## config.mk

```make
export PLATFORM = sky130hd
export DESIGN_NAME = ex_muldiv_flat
export DESIGN_NICKNAME = d
export VERILOG_FILES = /design/src/rtl/ex_muldiv_if.sv /design/src/rtl/ex_muldiv.sv /design/src/flat_wrapper.sv
export SDC_FILE = /design/constraint.sdc
export NUM_CORES = 1
export LEC_CHECK = 0
export BUFFER_PORTS_ARGS = -buffer_cell sky130_fd_sc_hd__buf_4
export CAP_MARGIN = 20
export CORE_MARGIN = 2
export CORE_UTILIZATION = 30
export CTS_BUF_LIST = sky130_fd_sc_hd__clkbuf_2
export DETAILED_ROUTE_END_ITERATION = 12
export HOLD_SLACK_MARGIN = 0.06
export PLACE_DENSITY = 0.5
export SYNTH_ARGS = -nofsm -noshare
export SYNTH_HDL_FRONTEND = slang
export SYNTH_SLANG_ARGS = --single-unit
```

## constraint.sdc

```tcl
create_clock -name clock -period 6.9 [get_ports clock]
set_clock_uncertainty 0.2 [all_clocks]
set_input_delay 1.38 -clock clock [delete_from_list [all_inputs] [get_ports clock]]
set_output_delay 1.38 -clock clock [all_outputs]
set_load 0.01 [all_outputs]
```

## src/rtl/ex_muldiv_if.sv

```systemverilog
// Operand, control and HI/LO result bundle between EX-stage decode and the multiply/divide unit.
interface ex_muldiv_if #(
  parameter int WIDTH = 32
);
  logic             start;
  logic [1:0]       op;
  logic [WIDTH-1:0] a;
  logic [WIDTH-1:0] b;
  logic             flush;
  logic             hi_we;
  logic             lo_we;
  logic [WIDTH-1:0] wdata;
  logic [WIDTH-1:0] hi;
  logic [WIDTH-1:0] lo;
  logic             busy;
  logic             done;
  logic             div_by_zero;

  modport master (
    output start, op, a, b, flush, hi_we, lo_we, wdata,
    input  hi, lo, busy, done, div_by_zero
  );

  modport slave (
    input  start, op, a, b, flush, hi_we, lo_we, wdata,
    output hi, lo, busy, done, div_by_zero
  );
endinterface

```

## src/rtl/ex_muldiv.sv

```systemverilog
// Iterative MULT/MULTU/DIV/DIVU unit owning HI/LO, one radix-2 step per cycle.
// Define MULDIV_DIV_EN to build the restoring divider; otherwise only MULT/MULTU are accepted.
module ex_muldiv #(
  parameter int WIDTH = 32
) (
  input  logic       clock,
  input  logic       reset,
  ex_muldiv_if.slave bus
);
  localparam int CW = $clog2(WIDTH + 1);

  typedef enum logic [1:0] {IDLE, RUN, FIXUP} state_t;

  state_t             r_state;
  logic [CW-1:0]      r_count;
  logic [2*WIDTH-1:0] r_acc;
  logic [WIDTH-1:0]   r_opnd;
  logic               r_negRes;
  logic [WIDTH-1:0]   r_hi;
  logic [WIDTH-1:0]   r_lo;
  logic               r_busy;
  logic               r_done;
  logic               r_dbz;

  logic               w_signed;
  logic               w_signA;
  logic               w_signB;
  logic               w_accept;
  logic [WIDTH-1:0]   w_absA;
  logic [WIDTH-1:0]   w_absB;
  logic [WIDTH:0]     w_sum;
  logic [2*WIDTH-1:0] w_stepAcc;
  logic [2*WIDTH-1:0] w_prod;

`ifdef MULDIV_DIV_EN
  logic               r_isDiv;
  logic               r_negRem;
  logic               r_divZero;
  logic               w_bZero;
  logic [WIDTH:0]     w_trial;
  logic [WIDTH-1:0]   w_quot;
  logic [WIDTH-1:0]   w_rem;
`endif

  assign w_signed = ~bus.op[0];
  assign w_signA  = w_signed & bus.a[WIDTH-1];
  assign w_signB  = w_signed & bus.b[WIDTH-1];
  assign w_absA   = w_signA ? -bus.a : bus.a;
  assign w_absB   = w_signB ? -bus.b : bus.b;

`ifdef MULDIV_DIV_EN
  assign w_bZero  = (bus.b == '0);
  assign w_accept = (r_state == IDLE) & bus.start & ~bus.flush;
`else
  assign w_accept = (r_state == IDLE) & bus.start & ~bus.flush & ~bus.op[1];
`endif

  // The last of the WIDTH steps is evaluated here and consumed directly by the FIXUP write.
  always_comb begin
    w_sum     = {1'b0, r_acc[2*WIDTH-1:WIDTH]} + (r_acc[0] ? {1'b0, r_opnd} : '0);
    w_stepAcc = {w_sum, r_acc[WIDTH-1:1]};
`ifdef MULDIV_DIV_EN
    w_trial   = r_acc[2*WIDTH-1:WIDTH-1] - {1'b0, r_opnd};
    if (r_isDiv) begin
      w_stepAcc = w_trial[WIDTH] ? {r_acc[2*WIDTH-2:0], 1'b0}
                                 : {w_trial[WIDTH-1:0], r_acc[WIDTH-2:0], 1'b1};
    end
`endif
    w_prod = r_negRes ? -w_stepAcc : w_stepAcc;
  end

`ifdef MULDIV_DIV_EN
  assign w_quot = r_negRes ? -w_stepAcc[WIDTH-1:0] : w_stepAcc[WIDTH-1:0];
  assign w_rem  = r_negRem ? -w_stepAcc[2*WIDTH-1:WIDTH] : w_stepAcc[2*WIDTH-1:WIDTH];
`endif

  always_ff @(posedge clock or negedge reset) begin
    if (!reset) begin
      r_state   <= IDLE;
      r_count   <= '0;
      r_acc     <= '0;
      r_opnd    <= '0;
      r_negRes  <= 1'b0;
      r_hi      <= '0;
      r_lo      <= '0;
      r_busy    <= 1'b0;
      r_done    <= 1'b0;
      r_dbz     <= 1'b0;
`ifdef MULDIV_DIV_EN
      r_isDiv   <= 1'b0;
      r_negRem  <= 1'b0;
      r_divZero <= 1'b0;
`endif
    end else begin
      r_done <= 1'b0;
      r_dbz  <= 1'b0;
      case (r_state)
        IDLE: begin
          if (bus.hi_we) r_hi <= bus.wdata;
          if (bus.lo_we) r_lo <= bus.wdata;
          if (w_accept) begin
            r_state  <= RUN;
            r_busy   <= 1'b1;
            r_count  <= CW'(WIDTH);
            r_acc    <= {{WIDTH{1'b0}}, w_absB};
            r_opnd   <= w_absA;
            r_negRes <= w_signA ^ w_signB;
`ifdef MULDIV_DIV_EN
            r_isDiv   <= bus.op[1];
            r_divZero <= w_bZero;
            r_negRem  <= 1'b0;
            // Divide by zero runs on the raw dividend with no sign fixup so HI ends as the original a.
            if (bus.op[1]) begin
              r_acc    <= {{WIDTH{1'b0}}, (w_bZero ? bus.a : w_absA)};
              r_opnd   <= w_absB;
              r_negRes <= ~w_bZero & (w_signA ^ w_signB);
              r_negRem <= ~w_bZero & w_signA;
            end
`endif
          end
        end
        RUN: begin
          if (bus.flush) begin
            r_state <= IDLE;
            r_busy  <= 1'b0;
          end else begin
            r_acc   <= w_stepAcc;
            r_count <= r_count - CW'(1);
            if (r_count == CW'(2)) r_state <= FIXUP;
          end
        end
        FIXUP: begin
          r_state <= IDLE;
          r_busy  <= 1'b0;
          if (!bus.flush) begin
            r_done       <= 1'b1;
            {r_hi, r_lo} <= w_prod;
`ifdef MULDIV_DIV_EN
            if (r_isDiv) begin
              r_hi  <= w_rem;
              r_lo  <= w_quot;
              r_dbz <= r_divZero;
            end
`endif
          end
        end
        default: begin
          r_state <= IDLE;
          r_busy  <= 1'b0;
        end
      endcase
    end
  end

  assign bus.hi          = r_hi;
  assign bus.lo          = r_lo;
  assign bus.busy        = r_busy;
  assign bus.done        = r_done;
  assign bus.div_by_zero = r_dbz;
endmodule

```

## src/flat_wrapper.sv

```systemverilog
// flat-port wrapper written by rule: the top's interface ports become plain ports
module ex_muldiv_flat 
#(
  parameter int WIDTH = 32
)
  (clock, reset, bus_start, bus_op, bus_a, bus_b, bus_flush, bus_hi_we, bus_lo_we, bus_wdata, bus_hi, bus_lo, bus_busy, bus_done, bus_div_by_zero);
  ex_muldiv_if #(.WIDTH(WIDTH)) bus_i ();
  input  logic clock;
  input  logic reset;
  input wire logic [$bits(bus_i.start)-1:0] bus_start;
  input wire logic [$bits(bus_i.op)-1:0] bus_op;
  input wire logic [$bits(bus_i.a)-1:0] bus_a;
  input wire logic [$bits(bus_i.b)-1:0] bus_b;
  input wire logic [$bits(bus_i.flush)-1:0] bus_flush;
  input wire logic [$bits(bus_i.hi_we)-1:0] bus_hi_we;
  input wire logic [$bits(bus_i.lo_we)-1:0] bus_lo_we;
  input wire logic [$bits(bus_i.wdata)-1:0] bus_wdata;
  output wire logic [$bits(bus_i.hi)-1:0] bus_hi;
  output wire logic [$bits(bus_i.lo)-1:0] bus_lo;
  output wire logic [$bits(bus_i.busy)-1:0] bus_busy;
  output wire logic [$bits(bus_i.done)-1:0] bus_done;
  output wire logic [$bits(bus_i.div_by_zero)-1:0] bus_div_by_zero;
  assign bus_i.start = bus_start;
  assign bus_i.op = bus_op;
  assign bus_i.a = bus_a;
  assign bus_i.b = bus_b;
  assign bus_i.flush = bus_flush;
  assign bus_i.hi_we = bus_hi_we;
  assign bus_i.lo_we = bus_lo_we;
  assign bus_i.wdata = bus_wdata;
  assign bus_hi = bus_i.hi;
  assign bus_lo = bus_i.lo;
  assign bus_busy = bus_i.busy;
  assign bus_done = bus_i.done;
  assign bus_div_by_zero = bus_i.div_by_zero;
  ex_muldiv #(.WIDTH(WIDTH)) u_core (.clock(clock), .reset(reset), .bus(bus_i));
endmodule
```

==> flow_summary.yaml <==
clock_network:
  postCtsSetupRepairBufs: 0
  cts_resized: 0
  clock_latency_ns: 0.84
  cts.sinks: 171
  cts_tree: "yes"
  cts-buffers-inserted: 17
  cts_buffer_depth: 2
  root_buffer: "clkbuf_2"
  clk_pin_slew_worst_paths_ns: 0.28
  htreeDepth: 4
  ctsHoldBuffers: 0
floorplan:
  dieArea_um2: 41000
  num_rows: 72
  die_w_um: 203
  core-area_um2: 38700
  initial_core_util: 0.305
  chipHeight_um: 203
  io_pins: 171
power_and_ir_drop:
  power_frac_clock: 0.168
  vdd_drop_max_uv: 112
  power_mw: 3.54
  p_int_mw: 2.01
  switchingPower_mw: 1.52
  combPwrFrac: 0.420
  seq_power_share: 0.413
  p_leak_nw: 5.96
  p_per_area_nw_per_um2: 255
  netSwitchingFraction: 0.430
global_routing:
  grt_overflow: 0
  grt_pass1_wl_um: 63000
  antenna_found_initial: 1
  grtUsageTotal: 0.197
  grt_max_degree: 72
  grt_pass1_vias: 10500
yosys:
  netlist_area_um2: 11800
  synth_top_family_by_area: "compound AO/OA/AOI/OAI gates"
  synth-adder-area-share: 0.0409
  syn_nets: 1588
  synth-compound-area-share: 0.231
  yosysUniqueCellTypes: 73
  synth_common_cells: "nand2_1 (175), dfrtp_1 (171), o21ai_0 (168)"
  yosys.area.top_type_share: 0.362
  synth_mux_area_frac: 0.00339
  yosysSeqAreaShare: 0.362
  synthFlopType: "dfrtp_1"
  synth_top_cell_by_area: "dfrtp_1"
  yosys.area_share.simple: 0.221
  synth-seq-cells: 171
  yosys_warnings: 0
  synth_edf_count: 0
  synthXorXnorAreaFrac: 0.106
  synth_area_leaders: "dfrtp_1 (36%), o21ai_0 (7.1%), xnor2_1 (6.1%)"
  postSynthAreaPerCell_um2: 8.18
  post-synth-top-count-cell: "nand2_1"
  async_flop_share: 1.00
  synthCells: 1446
drt:
  via_per_inst: 5.25
  drt_iter0_markers: 941
  first_pass_iters: 7
  ant_nets: 0
  routedWlPerCell_um: 19.2
  vias: 11000
  routed_wl_um: 40200
  drc_errors: 0
finish:
  nets: 1707
  multi_input_area_um2: 7140
  num-fill-cells: 4151
  regArea_um2: 4280
  final_layout_size_suffix_gt1_frac: 0.155
  area_delta_synth_final_pct: 17.1
timing:
  hold_viol: 0
  fmax_ghz: 0.201
  fin_crit_sh: 0.720
  max_slew_margin: 0.273
  tns_ns: 0
  fin_crit_ns: 4.97
  rsz0062_at_grt: "false"
  finalSetupViolations: 0
  tightestPinTransition_ns: 1.09
  finalMaxSlewViolations: 0
placement:
  place_hpwl_um: 31500
  gp_congestion: 0.873
  numPortBuffers: 169
worst_setup_path:
  r2r_cells: 13
  arrival_ns: 5.53
  cp.required_ns: 7.46
  critPathCaptureType: "flop"
  reg2reg_setup_slack_ns: 1.93
  critPathMaxFanout: 33
  worstSetupStartpointType: "flop"
  path_class: "flop to flop"
job:
  max_cap_violations: 0
status:
  status: "completed"
hold_path:
  min_path_type: "primary input to async pin"
registers in the layout, summed over array words and instances, names as in the netlist:
name             cells
u_core.r_acc        64
u_core.bus.hi       32
u_core.r_count       6
u_core.r_negRes      1
u_core.r_state       2
u_core.r_opnd       32
u_core.bus.busy      1
u_core.bus.lo       32
u_core.bus.done      1
cells by family (layout without fill, tap and decap cells):
logic type | count (synthesis) | count (layout)
AOI/OAI and AO/OA | 439 | 439
xor gates and xnor gates | 142 | 142
adders and majority gates | 38 | 38
buffers and inverters | 108 | 240
DFF | 171 | 171
muxes | 4 | 4
other | 1 | 2
and+or+nand+nor | 543 | 543
metrics by stage:
stage / cells / hold WS [ns] / setup WS (ns) / area [um2] / utilization
after floorplan: 1446 / 0.242 / 2.82 / 11800 / -
after global placement: 2062 / 0.256 / 2.11 / 13500 / 0.350
after detailed placement: 2064 / 0.262 / 1.99 / 13600 / 0.351
after CTS: 2096 / 0.168 / 1.94 / 13800 / 0.357
after global routing: 2097 / 0.203 / 1.51 / 13800 / 0.357
final: 2097 / 0.250 / 1.93 / 13800 / 0.357
area by class of cell:
class / count / share of cell area
timing repair buffer: 186 / 0.103
clock buffer: 17 / 0.00615
antenna: 1 / 0.000181
multi-input combinational: 1167 / 0.516
sequential: 171 / 0.309
clock inverter: 15 / 0.0126
inverter: 22 / 0.00597
tap: 518 / 0.0468
power groups by stage:
stage / sequential [mW] / clock [mW] / combinational [mW]
6_report: 1.46 / 0.593 / 1.48
3_5_place_dp: 1.47 / 0 / 1.49
3_3_place_gp: 1.47 / 0 / 1.48
5_1_grt: 1.48 / 0.647 / 1.65
2_1_floorplan: 1.38 / 0 / 0.987
4_1_cts: 1.45 / 0.614 / 1.49
layout by cell type (no fill, tap or decap), types with 4 or more instances in the layout:
cell / netlist / final
o211ai_1: 5 / 5
xor2_1: 59 / 59
o21a_1: 6 / 6
or4_1: 7 / 7
o22ai_1: 5 / 5
inv_1: 21 / 21
o41ai_1: 9 / 9
o221ai_1: 5 / 5
o21ai_1: 4 / 4
a22oi_1: 32 / 32
nor3_1: 28 / 28
nand4b_1: 4 / 4
nand4_1: 13 / 13
a31oi_1: 5 / 5
dfrtp_1: 171 / 171
o21ai_0: 168 / 168
a211oi_1: 7 / 7
buf_4: 1 / 183
a21boi_0: 6 / 6
nand2_1: 175 / 174
ha_1: 37 / 37
nor4_1: 12 / 11
xnor2_1: 82 / 82
o31ai_1: 55 / 55
or3_1: 25 / 25
a21o_1: 17 / 16
nor2_1: 133 / 132
or2_2: 5 / 5
and2_1: 36 / 35
nand3_1: 51 / 51
a21oi_1: 85 / 85
and3_1: 19 / 19
clkbuf_2: 0 / 17
mux2i_1: 4 / 4
nand2b_1: 13 / 12
worst max-delay path, cell delays in order, from the launching register on:
cell,delay [ns]
dfrtp_1,0.73
and2_1,0.29
ha_1,0.23
fa_1,0.42
a21o_1,0.22
a221oi_2,0.32
o21ai_0,0.16
xnor2_1,0.37
nand4b_1,0.20
nor4b_2,0.62
nand4_1,0.41
o31ai_1,0.40
xnor2_1,0.12
a221oi_2,0.21
routing by layer:
layer / track usage / wire [um] / up-vias
met5: 0 / 0 / -
met4: 0.0438 / 401 / 0
met3: 0.0299 / 1820 / 18
met2: 0.286 / 17200 / 250
met1: 0.304 / 20900 / 5313
li1: - / - / 5426
worst paths after layout:
| path | endpoint | startpoint |
|---|---|---|
| max | u_core.bus.hi[28] | u_core.r_acc[0] |
| min | u_core.r_acc[36] | reset |
| max reg2reg | u_core.bus.hi[28] | u_core.r_acc[0] |
| min reg2reg | u_core.r_opnd[31] | u_core.r_opnd[31] |
| max in group asynchronous | u_core.bus.lo[10] | reset |
| min in group clock | u_core.r_opnd[31] | u_core.r_opnd[31] |
Note: power is estimated with default switching activity, not from simulation.
